`src/rtl/seg7_pkg.sv`:
```
// Shared constants for the 7-segment display paths: active-low glyphs,
// blank/off patterns, digit count and the scan-slot encoding.
package seg7_pkg;

    localparam int NDIG = 3;

    localparam logic [6:0]      SEG_OFF = 7'b1111111;
    localparam logic [NDIG-1:0] AN_OFF  = 3'b111;

    // {g,f,e,d,c,b,a}, active-low; 10..15 render as A b C d E F
    localparam logic [6:0] GLYPH [16] = '{
        7'b1000000, 7'b1111001, 7'b0100100, 7'b0110000,
        7'b0011001, 7'b0010010, 7'b0000010, 7'b1111000,
        7'b0000000, 7'b0010000, 7'b0001000, 7'b0000011,
        7'b1000110, 7'b0100001, 7'b0000110, 7'b0001110
    };

    typedef enum logic [1:0] {
        SLOT_ONES = 2'd0,
        SLOT_TENS = 2'd1,
        SLOT_HUND = 2'd2
    } slot_e;

    function automatic logic [NDIG-1:0] anode_sel(input slot_e s);
        return ~(NDIG'(1) << s);
    endfunction

endpackage

```
`src/rtl/seg7_scanner_if.sv`:
```
// Digit inputs from the counter and the multiplexed display outputs.
interface seg7_scanner_if;
    logic [3:0] CNT1;
    logic [3:0] CNT2;
    logic [3:0] CNT3;
    logic [6:0] SEG;
    logic [2:0] AN;

    modport master (output CNT1, CNT2, CNT3, input SEG, AN);
    modport slave  (input CNT1, CNT2, CNT3, output SEG, AN);
endinterface

```
`src/rtl/seg7_decode.sv`:
```
// Combinational 4-bit code to active-low glyph, with a forced-blank input.
module seg7_decode
    import seg7_pkg::*;
(
    input  logic [3:0] code_i,
    input  logic       blank_i,
    output logic [6:0] seg_o
);

    always_comb begin
        seg_o = SEG_OFF;
        if (!blank_i) begin
            seg_o = GLYPH[code_i];
        end
    end

endmodule

```
`src/rtl/seg7_scanner.sv`:
```
// 3-digit common-anode display scanner with per-frame digit capture and a dark
// gap per slot. Define SEG7_LZB_EN to enable leading-zero blanking.
module seg7_scanner
    import seg7_pkg::*;
#(
    parameter int DIV   = 50000,
    parameter int BLANK = 500
) (
    input  logic           CLK,
    input  logic           RESET_N,
    seg7_scanner_if.slave  bus
);

    localparam int            PW         = $clog2(DIV);
    localparam logic [PW-1:0] PCNT_LAST  = PW'(DIV - 1);
    localparam logic [PW-1:0] PCNT_BLANK = PW'(BLANK);

    logic [PW-1:0]         pcnt_q, pcnt_d;
    slot_e                 idx_q, idx_d;
    logic [NDIG-1:0][3:0]  sh_q, sh_d, cnt_in;
    logic [6:0]            seg_q, seg_d;
    logic [NDIG-1:0]       an_q, an_d;
    logic                  tick;
    logic                  capture;
    logic [3:0]            cur_code;
    logic                  cur_blank;
    logic [6:0]            cur_glyph;

    assign cnt_in[0] = bus.CNT1;
    assign cnt_in[1] = bus.CNT2;
    assign cnt_in[2] = bus.CNT3;

    assign tick    = (pcnt_q == PCNT_LAST);
    assign capture = tick && (idx_q == SLOT_HUND);
    assign pcnt_d  = tick ? '0 : pcnt_q + PW'(1);

    always_comb begin
        idx_d = idx_q;
        if (tick) begin
            case (idx_q)
                SLOT_ONES: idx_d = SLOT_TENS;
                SLOT_TENS: idx_d = SLOT_HUND;
                default:   idx_d = SLOT_ONES;
            endcase
        end
    end

    // Capture coincides with the 2->0 wrap so slot 0 of a frame already shows new data
    generate
        for (genvar gi = 0; gi < NDIG; gi++) begin : g_shadow
            assign sh_d[gi] = capture ? cnt_in[gi] : sh_q[gi];
        end
    endgenerate

    always_comb begin
        cur_code = sh_q[0];
        case (idx_q)
            SLOT_TENS: cur_code = sh_q[1];
            SLOT_HUND: cur_code = sh_q[2];
            default:   cur_code = sh_q[0];
        endcase
    end

`ifdef SEG7_LZB_EN
    always_comb begin
        cur_blank = 1'b0;
        case (idx_q)
            SLOT_HUND: cur_blank = (sh_q[2] == 4'd0);
            SLOT_TENS: cur_blank = (sh_q[2] == 4'd0) && (sh_q[1] == 4'd0);
            default:   cur_blank = 1'b0;
        endcase
    end
`else
    assign cur_blank = 1'b0;
`endif

    seg7_decode u_decode (
        .code_i  (cur_code),
        .blank_i (cur_blank),
        .seg_o   (cur_glyph)
    );

    always_comb begin
        seg_d = SEG_OFF;
        an_d  = AN_OFF;
        if (pcnt_q >= PCNT_BLANK) begin
            seg_d = cur_glyph;
            an_d  = anode_sel(idx_q);
        end
    end

    always_ff @(posedge CLK or negedge RESET_N) begin
        if (!RESET_N) begin
            pcnt_q <= '0;
            idx_q  <= SLOT_ONES;
            sh_q   <= '0;
            seg_q  <= SEG_OFF;
            an_q   <= AN_OFF;
        end else begin
            pcnt_q <= pcnt_d;
            idx_q  <= idx_d;
            sh_q   <= sh_d;
            seg_q  <= seg_d;
            an_q   <= an_d;
        end
    end

    assign bus.SEG = seg_q;
    assign bus.AN  = an_q;

endmodule

```
`src/flat_wrapper.sv`:
```
// flat-port wrapper written by rule: the top's interface ports become plain ports
module seg7_scanner_flat import seg7_pkg::*;
#(
    parameter int DIV   = 50000,
    parameter int BLANK = 500
)
  (CLK, RESET_N, bus_CNT1, bus_CNT2, bus_CNT3, bus_SEG, bus_AN);
  seg7_scanner_if bus_i ();
  input  logic CLK;
  input  logic RESET_N;
  input wire logic [$bits(bus_i.CNT1)-1:0] bus_CNT1;
  input wire logic [$bits(bus_i.CNT2)-1:0] bus_CNT2;
  input wire logic [$bits(bus_i.CNT3)-1:0] bus_CNT3;
  output wire logic [$bits(bus_i.SEG)-1:0] bus_SEG;
  output wire logic [$bits(bus_i.AN)-1:0] bus_AN;
  assign bus_i.CNT1 = bus_CNT1;
  assign bus_i.CNT2 = bus_CNT2;
  assign bus_i.CNT3 = bus_CNT3;
  assign bus_SEG = bus_i.SEG;
  assign bus_AN = bus_i.AN;
  seg7_scanner #(.DIV(DIV), .BLANK(BLANK)) u_core (.CLK(CLK), .RESET_N(RESET_N), .bus(bus_i));
endmodule
```
`config.mk`:
```
export PLATFORM = sky130hd
export DESIGN_NAME = seg7_scanner_flat
export DESIGN_NICKNAME = d
export VERILOG_FILES = /design/src/rtl/seg7_pkg.sv /design/src/rtl/seg7_scanner_if.sv /design/src/rtl/seg7_decode.sv /design/src/rtl/seg7_scanner.sv /design/src/flat_wrapper.sv
export SDC_FILE = /design/constraint.sdc
export NUM_CORES = 1
export LEC_CHECK = 0
export CAP_MARGIN = 10
export CORE_ASPECT_RATIO = 0.6
export CORE_MARGIN = 4
export CORE_UTILIZATION = 33
export CTS_CLUSTER_SIZE = 28
export DETAILED_ROUTE_END_ITERATION = 8
export PLACE_DENSITY = 0.57
export SETUP_SLACK_MARGIN = 0.5
export SYNTH_ARGS = -nofsm -noshare
export SYNTH_HDL_FRONTEND = slang
export SYNTH_SLANG_ARGS = --single-unit
```
`constraint.sdc`:
```
create_clock -name CLK -period 2.1 [get_ports CLK]
set_input_delay 0.315 -clock CLK [delete_from_list [all_inputs] [get_ports CLK]]
set_output_delay 0.315 -clock CLK [all_outputs]
set_load 0.01 [all_outputs]
```
==> results.json <==
{
  "finClkSkew_ps": 6.09,
  "fmax_mhz": 513,
  "rows": 21,
  "totalPowerFinal_w": 0.00142,
  "n_antenna_cell": 0,
  "maxCapViolations": 0,
  "final_area_um2": 3060,
  "synth_flop_cell": "dfrtp_1",
  "place_area_um2": 2550,
  "critPathRequiredTime_ps": 2260,
  "cts_hold_buf": 0,
  "powerDensity_nw_per_um2": 463,
  "utilization": 0.527,
  "drive_above_1_share": 0.472,
  "clkSinkCount": 40,
  "vias": 1535,
  "cts_tree": "built",
  "cp-start-kind": "flop",
  "synth_edf_count": 0,
  "path_class": "flop to flop",
  "drv_slew": 0,
  "hpwlAfterDp_mm": 3.42,
  "p_leak_nw": 1.22,
  "chipHeight_um": 69.2,
  "synthCells": 176,
  "synth_fp_nets": 203,
  "grt.overflow.total": 0,
  "clk_latency_ps": 280,
  "io_buffers": 23,
  "wire_per_inst_um": 15.9,
  "ctsRootBufferMaster": "clkbuf_8",
  "ys_ff_latch": 40,
  "via_per_inst": 4.94,
  "gp_congestion": 0.784,
  "dpl.cell_count": 282,
  "synth_warnings": 0,
  "htreeDepth": 2,
  "peakVddDrop_mv": 0.239,
  "final-hold-violation-count": 0,
  "antenna_found_initial": 0,
  "ant_nets": 0,
  "arrival_ps": 2110,
  "track_usage": 0.133,
  "cts_made_buffers": 5,
  "grt_pass1_wl_mm": 7.90,
  "cts_max_path_buffers": 2,
  "finalNonFillerCells": 311,
  "wirelength_mm": 4.95,
  "area_delta_synth_final_pct": 48.6,
  "fin_crit_sh": 0.929,
  "relSlewSlack": 0.469,
  "worst-path-max-fanout": 6,
  "fp.dieW_um": 110,
  "finalSetupViolations": 0,
  "tightest_slew_ps": 797,
  "status": "finished clean",
  "drtIter0Drc": 65,
  "syn_area_um2": 2060,
  "core_um2": 5810,
  "drc": 0,
  "rsz0062_at_grt": "yes",
  "hold_path_class": "input pin to async pin",
  "io_pins": 24,
  "start_util": 0.355,
  "yosysUniqueCellTypes": 39,
  "clk_pin_slew_ps": 80,
  "synthArstFlopShare": 1.00,
  "place_ws_ps": -129,
  "syn_area_per_cell_um2": 11.7,
  "grt_pass1_vias": 1578,
  "fin_nets": 257,
  "grt_max_degree": 37,
  "die_area_um2": 7610,
  "cp-end-kind": "flop",
  "seq_area_frac_synth": 0.492,
  "setup_slack_ps": 150,
  "min_period_ps": 1950,
  "dr.pass1.iters": 5
}
## repair_timing
| item | CTS | global route |
|---|---|---|
| pin swaps | 13 | 19 |
| setup buffers | 13 | 6 |
| resized for setup | 34 | 34 |
| endpoints found under the setup margin | 41 | 31 |
| cloned | 1 | 1 |
## per-stage QoR
step	hold slack (ps)	setup TNS (ps)
global placement	429	0
CTS	143	0
floorplan	19.4	0
detailed placement	450	-168
global route	171	0
finish	115	0
## synthesized netlist by cell type, types with 4 or more instances
master    number  area (µm²)
ha_1          13         163
nand2_1       12        45.0
xor2_1         8        70.1
o21ai_0        4        20.0
nor2_1        14        52.6
and4_1         4        35.0
a21oi_1        4        20.0
nand3_1        6        30.0
dfrtp_1       30         751
inv_1          8        30.0
mux2_4        10         150
xnor2_1        6        52.6
clkbuf_1       4        15.0
nand4_1        4        25.0
dfstp_2       10         263
mux2i_1        5        50.1
## kinds of logic after synthesis
group,count (synthesis),share of synthesized area
buf+inv,13,0.0273
mux,18,0.114
flops,40,0.492
xor+xnor,14,0.0595
simple gates,54,0.146
compound gates,24,0.0826
fa+ha+maj,13,0.0789
## flip-flops by register name, summed over array words and instances (netlist names)
register,flops
u_core.bus.SEG,7
u_core.pcnt_q,16
u_core.sh_q,12
u_core.bus.AN,3
u_core.idx_q,2
## area by class of cell
cell class / count / area [µm²]
Fill cell: 477 / 2750
Multi-Input combinational cell: 124 / 1340
Sequential cell: 40 / 1020
Timing Repair Buffer: 51 / 487
Tap cell: 80 / 100
Clock buffer: 7 / 76.3
Inverter: 8 / 35.0
Clock inverter: 1 / 5.00
## path summary, 6_finish.rpt
check | end | depth (start not counted) | startpoint | slack (ps)
max in group asynchronous | u_core.bus.SEG[5] | 2 | RESET_N | 1290
min in group CLK | u_core.sh_q[7] | 1 | u_core.sh_q[7] | 530
max reg2reg | u_core.sh_q[11] | 5 | u_core.pcnt_q[12] | 150
min reg2reg | u_core.sh_q[7] | 1 | u_core.sh_q[7] | 530
max | u_core.sh_q[11] | 5 | u_core.pcnt_q[12] | 150
min | u_core.sh_q[2] | 1 | RESET_N | 120
## placed cells by master, fill, tap and decap left out, types with 2 or more instances in the layout
cell type,netlist,final
nand2_1,12,11
dlygate4sd2_1,0,10
dfstp_2,10,10
inv_2,0,3
mux2_4,10,10
inv_1,8,3
nor2_4,0,8
o21ai_0,4,2
and4_1,4,2
a21o_2,0,2
xnor2_1,6,6
nand3_1,6,5
nor2_2,0,2
mux2i_1,5,4
dfrtp_1,30,28
dfrtp_2,0,2
xor2_1,8,8
clkbuf_1,4,2
buf_4,0,18
nand2_8,0,2
a21oi_4,0,3
nand4_1,4,4
clkdlybuf4s50_1,0,12
nor4_4,1,3
clkbuf_8,0,5
buf_6,1,7
o221ai_2,0,2
a22oi_2,0,2
and3_1,3,3
inv_4,0,2
ha_1,13,4
ha_4,0,8
mux2_2,3,3
nor2_1,14,4
## per-layer routing
metal	track usage	wire length, µm	vias to the layer above
met5	0	0	-
met4	0.0360	95	0
met3	0.0400	238	9
met2	0.187	2090	47
met1	0.197	2530	740
li1	-	-	739
## where the power goes
| group | internal (W) | switching (W) | leakage, nW | total, W |
|---|---|---|---|---|
| clock network | 0.000233 | 0.000250 | 0.0422 | 0.000483 |
| registers | 0.000783 | 0.00000972 | 0.479 | 0.000792 |
| logic | 0.0000722 | 0.0000683 | 0.698 | 0.000141 |
| total | 0.00109 | 0.000328 | 1.22 | 0.00142 |
## worst max-delay path: stages (launching register included)
cell and delay, ps:
dfrtp_1 380, or4_4 570, nor4_4 300, buf_6 190, nand2_8 80, mux2_4 310
Note: power is estimated with default switching activity, not from simulation.
